File: src/rtl/keypad_debounce_encoder.sv
// Ten-key digit keypad front end: synchronizes raw key lines, debounces one-hot
// presses and releases against an external tick, and reports the digit as BCD.
module keypad_debounce_encoder #(
  parameter int unsigned DEB_TICKS = 4
) (
  input  logic       clk,
  input  logic       rst_n,
  input  logic       tick,
  input  logic [9:0] keys,
  output logic [3:0] bcd,
  output logic       valid,
  output logic       held,
  output logic       multi_key
);

  typedef enum logic [1:0] {
    IDLE     = 2'd0,
    DEBOUNCE = 2'd1,
    PRESSED  = 2'd2,
    RELEASE  = 2'd3
  } state_t;

  localparam logic [3:0] LAST_CNT = 4'(DEB_TICKS - 1);

  function automatic logic is_onehot(input logic [9:0] v);
    return (v != 10'd0) && ((v & (v - 10'd1)) == 10'd0);
  endfunction

  function automatic logic [3:0] encode(input logic [9:0] v);
    logic [3:0] idx;
    case (v)
      10'b00_0000_0001: idx = 4'd0;
      10'b00_0000_0010: idx = 4'd1;
      10'b00_0000_0100: idx = 4'd2;
      10'b00_0000_1000: idx = 4'd3;
      10'b00_0001_0000: idx = 4'd4;
      10'b00_0010_0000: idx = 4'd5;
      10'b00_0100_0000: idx = 4'd6;
      10'b00_1000_0000: idx = 4'd7;
      10'b01_0000_0000: idx = 4'd8;
      10'b10_0000_0000: idx = 4'd9;
      default:          idx = 4'd0;
    endcase
    return idx;
  endfunction

  function automatic logic [9:0] decode(input logic [3:0] idx);
    return 10'd1 << idx;
  endfunction

  logic [9:0] sync1_q;
  logic [9:0] sync_q;
  state_t     state_q, state_d;
  logic [3:0] cnt_q, cnt_d;
  logic [3:0] cand_q, cand_d;
  logic [3:0] bcd_q, bcd_d;
  logic       valid_q, valid_d;
  logic       held_q, held_d;
  logic       multi_q;
  logic       match_s;

  // Two-flop synchronizer on the raw key lines plus the informational multi-key flag.
  always_ff @(posedge clk or negedge rst_n) begin
    if (!rst_n) begin
      sync1_q <= 10'd0;
      sync_q  <= 10'd0;
      multi_q <= 1'b0;
    end else begin
      sync1_q <= keys;
      sync_q  <= sync1_q;
      multi_q <= ((sync_q & (sync_q - 10'd1)) != 10'd0);
    end
  end

  // Debounce FSM state and output registers.
  always_ff @(posedge clk or negedge rst_n) begin
    if (!rst_n) begin
      state_q <= IDLE;
      cnt_q   <= 4'd0;
      cand_q  <= 4'd0;
      bcd_q   <= 4'd0;
      valid_q <= 1'b0;
      held_q  <= 1'b0;
    end else begin
      state_q <= state_d;
      cnt_q   <= cnt_d;
      cand_q  <= cand_d;
      bcd_q   <= bcd_d;
      valid_q <= valid_d;
      held_q  <= held_d;
    end
  end

  assign match_s = (sync_q == decode(cand_q));

  // Next-state logic; a pattern change always wins over a same-cycle tick.
  always_comb begin
    state_d = state_q;
    cnt_d   = cnt_q;
    cand_d  = cand_q;
    bcd_d   = bcd_q;
    valid_d = 1'b0;
    held_d  = held_q;
    case (state_q)
      IDLE: begin
        if (is_onehot(sync_q)) begin
          cand_d  = encode(sync_q);
          cnt_d   = 4'd0;
          state_d = DEBOUNCE;
        end else begin
          state_d = IDLE;
        end
      end
      DEBOUNCE: begin
        if (!match_s) begin
          cnt_d   = 4'd0;
          state_d = IDLE;
        end else if (tick) begin
          if (cnt_q == LAST_CNT) begin
            bcd_d   = cand_q;
            valid_d = 1'b1;
            held_d  = 1'b1;
            cnt_d   = 4'd0;
            state_d = PRESSED;
          end else begin
            cnt_d = cnt_q + 4'd1;
          end
        end else begin
          state_d = DEBOUNCE;
        end
      end
      PRESSED: begin
        if (sync_q == 10'd0) begin
          cnt_d   = 4'd0;
          state_d = RELEASE;
        end else begin
          state_d = PRESSED;
        end
      end
      RELEASE: begin
        if (sync_q != 10'd0) begin
          cnt_d   = 4'd0;
          state_d = PRESSED;
        end else if (tick) begin
          if (cnt_q == LAST_CNT) begin
            held_d  = 1'b0;
            cnt_d   = 4'd0;
            state_d = IDLE;
          end else begin
            cnt_d = cnt_q + 4'd1;
          end
        end else begin
          state_d = RELEASE;
        end
      end
      default: begin
        cnt_d   = 4'd0;
        held_d  = 1'b0;
        state_d = IDLE;
      end
    endcase
  end

  assign bcd       = bcd_q;
  assign valid     = valid_q;
  assign held      = held_q;
  assign multi_key = multi_q;

endmodule

File: config.mk
export PLATFORM = sky130hd
export DESIGN_NAME = keypad_debounce_encoder
export DESIGN_NICKNAME = d
export VERILOG_FILES = /design/src/rtl/keypad_debounce_encoder.sv
export SDC_FILE = /design/constraint.sdc
export NUM_CORES = 1
export LEC_CHECK = 0
export BUFFER_PORTS_ARGS = -buffer_cell sky130_fd_sc_hd__buf_2
export CORE_MARGIN = 2
export CORE_UTILIZATION = 25
export DETAILED_ROUTE_END_ITERATION = 8
export GPL_TIMING_DRIVEN = 0
export SLEW_MARGIN = 20
export SYNTH_ARGS = -nofsm -noshare
export SYNTH_HDL_FRONTEND = slang
export SYNTH_SLANG_ARGS = --single-unit
export TNS_END_PERCENT = 50
File: constraint.sdc
create_clock -name clk -period 5.3 [get_ports clk]
set_clock_uncertainty 0.15 [all_clocks]
set_input_delay 0.265 -clock clk [delete_from_list [all_inputs] [get_ports clk]]
set_output_delay 0.265 -clock clk [all_outputs]
set_load 0.005 [all_outputs]
==> impl_metrics.py <==
metrics = {
    "run_status": {
        "run_status": "finished, final reports clean",
    },
    "power_and_ir_drop": {
        "design_power_total_uw": 540,
        "power_switching_share_pct": 25.1,
        "power.share.sequential_pct": 54.1,
        "p_sw_uw": 135,
        "power.combinational.fraction_pct": 9.2,
        "p_leak_uw": 0.00103,
        "clock_network_fraction_of_design_power_pct": 36.7,
        "power_report.internal_total_uw": 405,
        "cellPowerDensity_nw_per_um2": 228,
        "vdd.ir_drop.worst_mv": 0.136,
    },
    "detailed_routing": {
        "detailedRoute.firstPassIterationCount": 4,
        "wl_per_cell_um": 12.0,
        "vias": 1570,
        "drt.antenna.violating_nets": 0,
        "drt_first_iter_violations": 78,
        "detail_route.wirelength_um": 3950,
        "residual_drc_count": 0,
        "routed_via_density": 4.79,
    },
    "clock_tree": {
        "total_number_of_h_tree_levels": 2,
        "numCtsBuffers": 5,
        "cts.path.max_buffers": 2,
        "insertion_delay_to_the_later_sink_of_the_worst_skew_pair_ns": 0.28,
        "postCtsSetupRepairBufs": 0,
        "clock_sink_count": 37,
        "cts_root_buf": "sky130_fd_sc_hd__clkbuf_8",
        "cts_tree": "yes",
        "clkSlewWorstSetupHoldPaths_ns": 0.08,
    },
    "worst_setup_path": {
        "reg2reg_to": "bcd[1]",
        "setup.worst_path.start_class": "flop",
        "regToRegSetupSlack_ns": 2.38,
        "reg2regPathDepth": 6,
        "path_cells": "clkbuf_1 -> or4_1 -> a221oi_1 -> nand4_1 -> nor2_1 -> mux2_1",
        "worstSetupPathType": "flop to flop",
        "worstSetupStartpoint": "sync_q[7]",
        "critical-path-max-stage-delay_ns": 0.58,
        "beginning_of_the_worst_register_to_register_path": "sync_q[7]",
        "cpMaxStageDelayCell": "sky130_fd_sc_hd__or4_1",
        "critical_path_peak_fanout": 10,
        "timing.critical_path.to": "bcd[1]",
        "critPathCaptureType": "flop",
        "worstPathArrival_ns": 2.94,
        "critPathRequiredTime_ns": 5.32,
    },
    "grt": {
        "grt_max_degree": 38,
        "grt_pass1_vias": 1516,
        "global_route.usage.total_pct": 10.0,
        "global_route_congestion_overflow_total": 0,
        "antenna_found_initial": 0,
        "grt_first_pass_wirelength_um": 6890,
    },
    "floorplan": {
        "top_level_ports": 20,
        "placement_rows": 32,
        "core_area_sq_um": 7650,
        "dieWidth_um": 92.3,
        "die-area_sq_um": 8510,
        "initial_core_utilization_pct": 25.5,
        "die_height_um": 92.3,
    },
    "cells_and_area": {
        "final_nets": 239,
        "final_util_pct": 31.0,
        "final_common_cell": "sky130_fd_sc_hd__dfrtp_1",
        "area_growth_syn_to_layout_pct": 21.7,
        "share_of_cells_above_drive_strength_1_pct": 19.9,
        "n_fill_cell": 792,
        "diodes": 0,
        "layout.cells.most_common_list": "37 x sky130_fd_sc_hd__dfrtp_1, 26 x sky130_fd_sc_hd__buf_2, 12 x sky130_fd_sc_hd__nor2_1, 11 x sky130_fd_sc_hd__dlygate4sd3_1, 10 x sky130_fd_sc_hd__o21ai_0",
    },
    "worst_hold_path": {
        "min-delay-path-class": "input port to flop",
        "hp-start": "tick",
    },
    "sta": {
        "final_sum_of_negative_setup_slack_ns": 0,
        "period_needed_ns": 2.92,
        "clock.fmax_mhz": 342,
        "min_period_over_period_pct": 55.1,
        "slew_at_the_pin_closest_to_its_max_slew_limit_ns": 0.803,
        "timing_max_transition_violations_final": 0,
        "final_hold_viol_count": 0,
        "max_slew_margin_pct": 46.4,
        "setup_viol": 0,
        "holdWs_ns": 0.164,
        "grt_setup_unrepaired": "no",
    },
    "synth": {
        "syn-num-nets": 202,
        "synth_enable_flop_cells": 0,
        "synthCells": 188,
        "netlist_area_sq_um": 1950,
        "syn-mean-instance-area_sq_um": 10.4,
        "synth_async_sr_flop_share_pct": 100,
        "seq_area_frac_synth_pct": 47.5,
        "synth.ff_latch_count": 37,
        "postSynth.topFlopCell": "sky130_fd_sc_hd__dfrtp_1",
        "yosysWarnings": 0,
        "yosysUniqueCellTypes": 51,
    },
    "place": {
        "place_congestion": 0.789,
        "dp_hpwl_um": 2760,
        "port-buffer-count": 19,
    },
    "job": {
        "cap_violations": 0,
    },
}
worst max-delay path: cells and delay by family, from the launching register on:
family | cells | cell delay [ns]
and+or+nand+nor | 3 | 1.15
AOI/OAI and AO/OA | 1 | 0.56
DFF | 1 | 0.36
muxes | 1 | 0.36
buffers and inverters | 1 | 0.22
worst min-delay path by stage:
stage,cells after the start,to,slack [ns]
after global placement,0,sync_q[4],0.18
after floorplan,0,bcd[0],-0.18
after CTS,3,cnt_q[1],0.15
after detailed placement,0,sync_q[0],0.18
final,3,cnt_q[1],0.16
after global routing,3,cnt_q[1],0.18
cell usage after synthesis (3+ instances only):
cell type,count,area share [%]
sky130_fd_sc_hd__mux2_4,4,3.1
sky130_fd_sc_hd__nand3b_1,3,1.2
sky130_fd_sc_hd__nor4bb_1,3,1.5
sky130_fd_sc_hd__nand3_1,3,0.77
sky130_fd_sc_hd__nor4_1,5,1.6
sky130_fd_sc_hd__a21oi_1,3,0.77
sky130_fd_sc_hd__nor3_1,6,1.5
sky130_fd_sc_hd__nand4_1,4,1.3
sky130_fd_sc_hd__nand2_1,8,1.5
sky130_fd_sc_hd__a31oi_1,3,0.96
sky130_fd_sc_hd__or3_4,3,1.7
sky130_fd_sc_hd__o21ai_0,10,2.6
sky130_fd_sc_hd__clkbuf_1,7,1.3
sky130_fd_sc_hd__nor2_1,12,2.3
sky130_fd_sc_hd__o21ai_1,4,1.0
sky130_fd_sc_hd__nor2b_1,5,1.6
sky130_fd_sc_hd__o2111ai_1,3,1.3
sky130_fd_sc_hd__mux2_1,4,2.3
sky130_fd_sc_hd__and3_1,4,1.3
sky130_fd_sc_hd__buf_2,7,1.8
sky130_fd_sc_hd__xor2_1,3,1.3
sky130_fd_sc_hd__dfrtp_1,37,48
sky130_fd_sc_hd__a22oi_1,3,1.2
sky130_fd_sc_hd__inv_1,6,1.2
sky130_fd_sc_hd__nor3b_1,4,1.5
power by group through the flow:
stage | Sequential [uW] | Clock, uW | Combinational [uW]
3_5_place_dp | 298 | 0 | 44.0
2_1_floorplan | 297 | 0 | 27.5
4_1_cts | 292 | 207 | 50.2
6_report | 292 | 198 | 49.8
3_3_place_gp | 298 | 0 | 43.4
5_1_grt | 293 | 219 | 56.2
per-stage QoR:
step | cells | setup WS [ns] | area [sq um]
2_1_floorplan | 188 | 2.64 | 1950
3_3_place_gp | 309 | 2.43 | 2170
3_5_place_dp | 309 | 2.42 | 2170
4_1_cts | 328 | 2.39 | 2370
5_1_grt | 328 | 2.12 | 2370
6_report | 328 | 2.38 | 2370
timing repair:
| item | in CTS | in global routing |
|---|---|---|
| hold buffers | 11 | 0 |
| hold endpoints to repair | 47 | 0 |
| resized for setup | 0 | 0 |
flip-flops by register name, indices dropped and copies added, names as in the netlist:
signal and flops:
bcd 4, cand_q 4, cnt_q 4, held 1
multi_key 1, state_q 2, sync1_q 10, sync_q 10
valid 1
cell type report:
cell class,count,area (sq um),area share (%)
multi-input cells,129,916,38.6
well taps,102,128,5.38
plain buffers,16,83.8,3.54
inverters,6,22.5,0.950
repair buffers,30,205,8.65
clock buffers,5,68.8,2.90
clock inverters,3,21.3,0.897
flip-flops and latches,37,926,39.1
per-layer routing:
| metal | global-route usage, % | part of all wire [%] | vias up |
|---|---|---|---|
| met2 | 15.1 | 44 | 39 |
| met1 | 13.5 | 50 | 758 |
| li1 | - | - | 767 |
| met3 | 3.12 | 4.7 | 6 |
| met5 | 0 | 0 | - |
| met4 | 3.73 | 1.2 | 0 |
logic make-up (layout without fill, tap and decap cells):
| logic type | after synthesis | after routing | share of synthesized area, % |
|---|---|---|---|
| and+or+nand+nor | 74 | 74 | 23.6 |
| buffers and inverters | 22 | 60 | 5.46 |
| muxes | 9 | 9 | 5.91 |
| DFF | 37 | 37 | 47.5 |
| xor gates and xnor gates | 5 | 5 | 2.25 |
| adders and majority gates | 2 | 2 | 1.16 |
| AOI/OAI and AO/OA | 39 | 39 | 14.1 |
No activity file was read; power rests on OpenSTA's default activity.
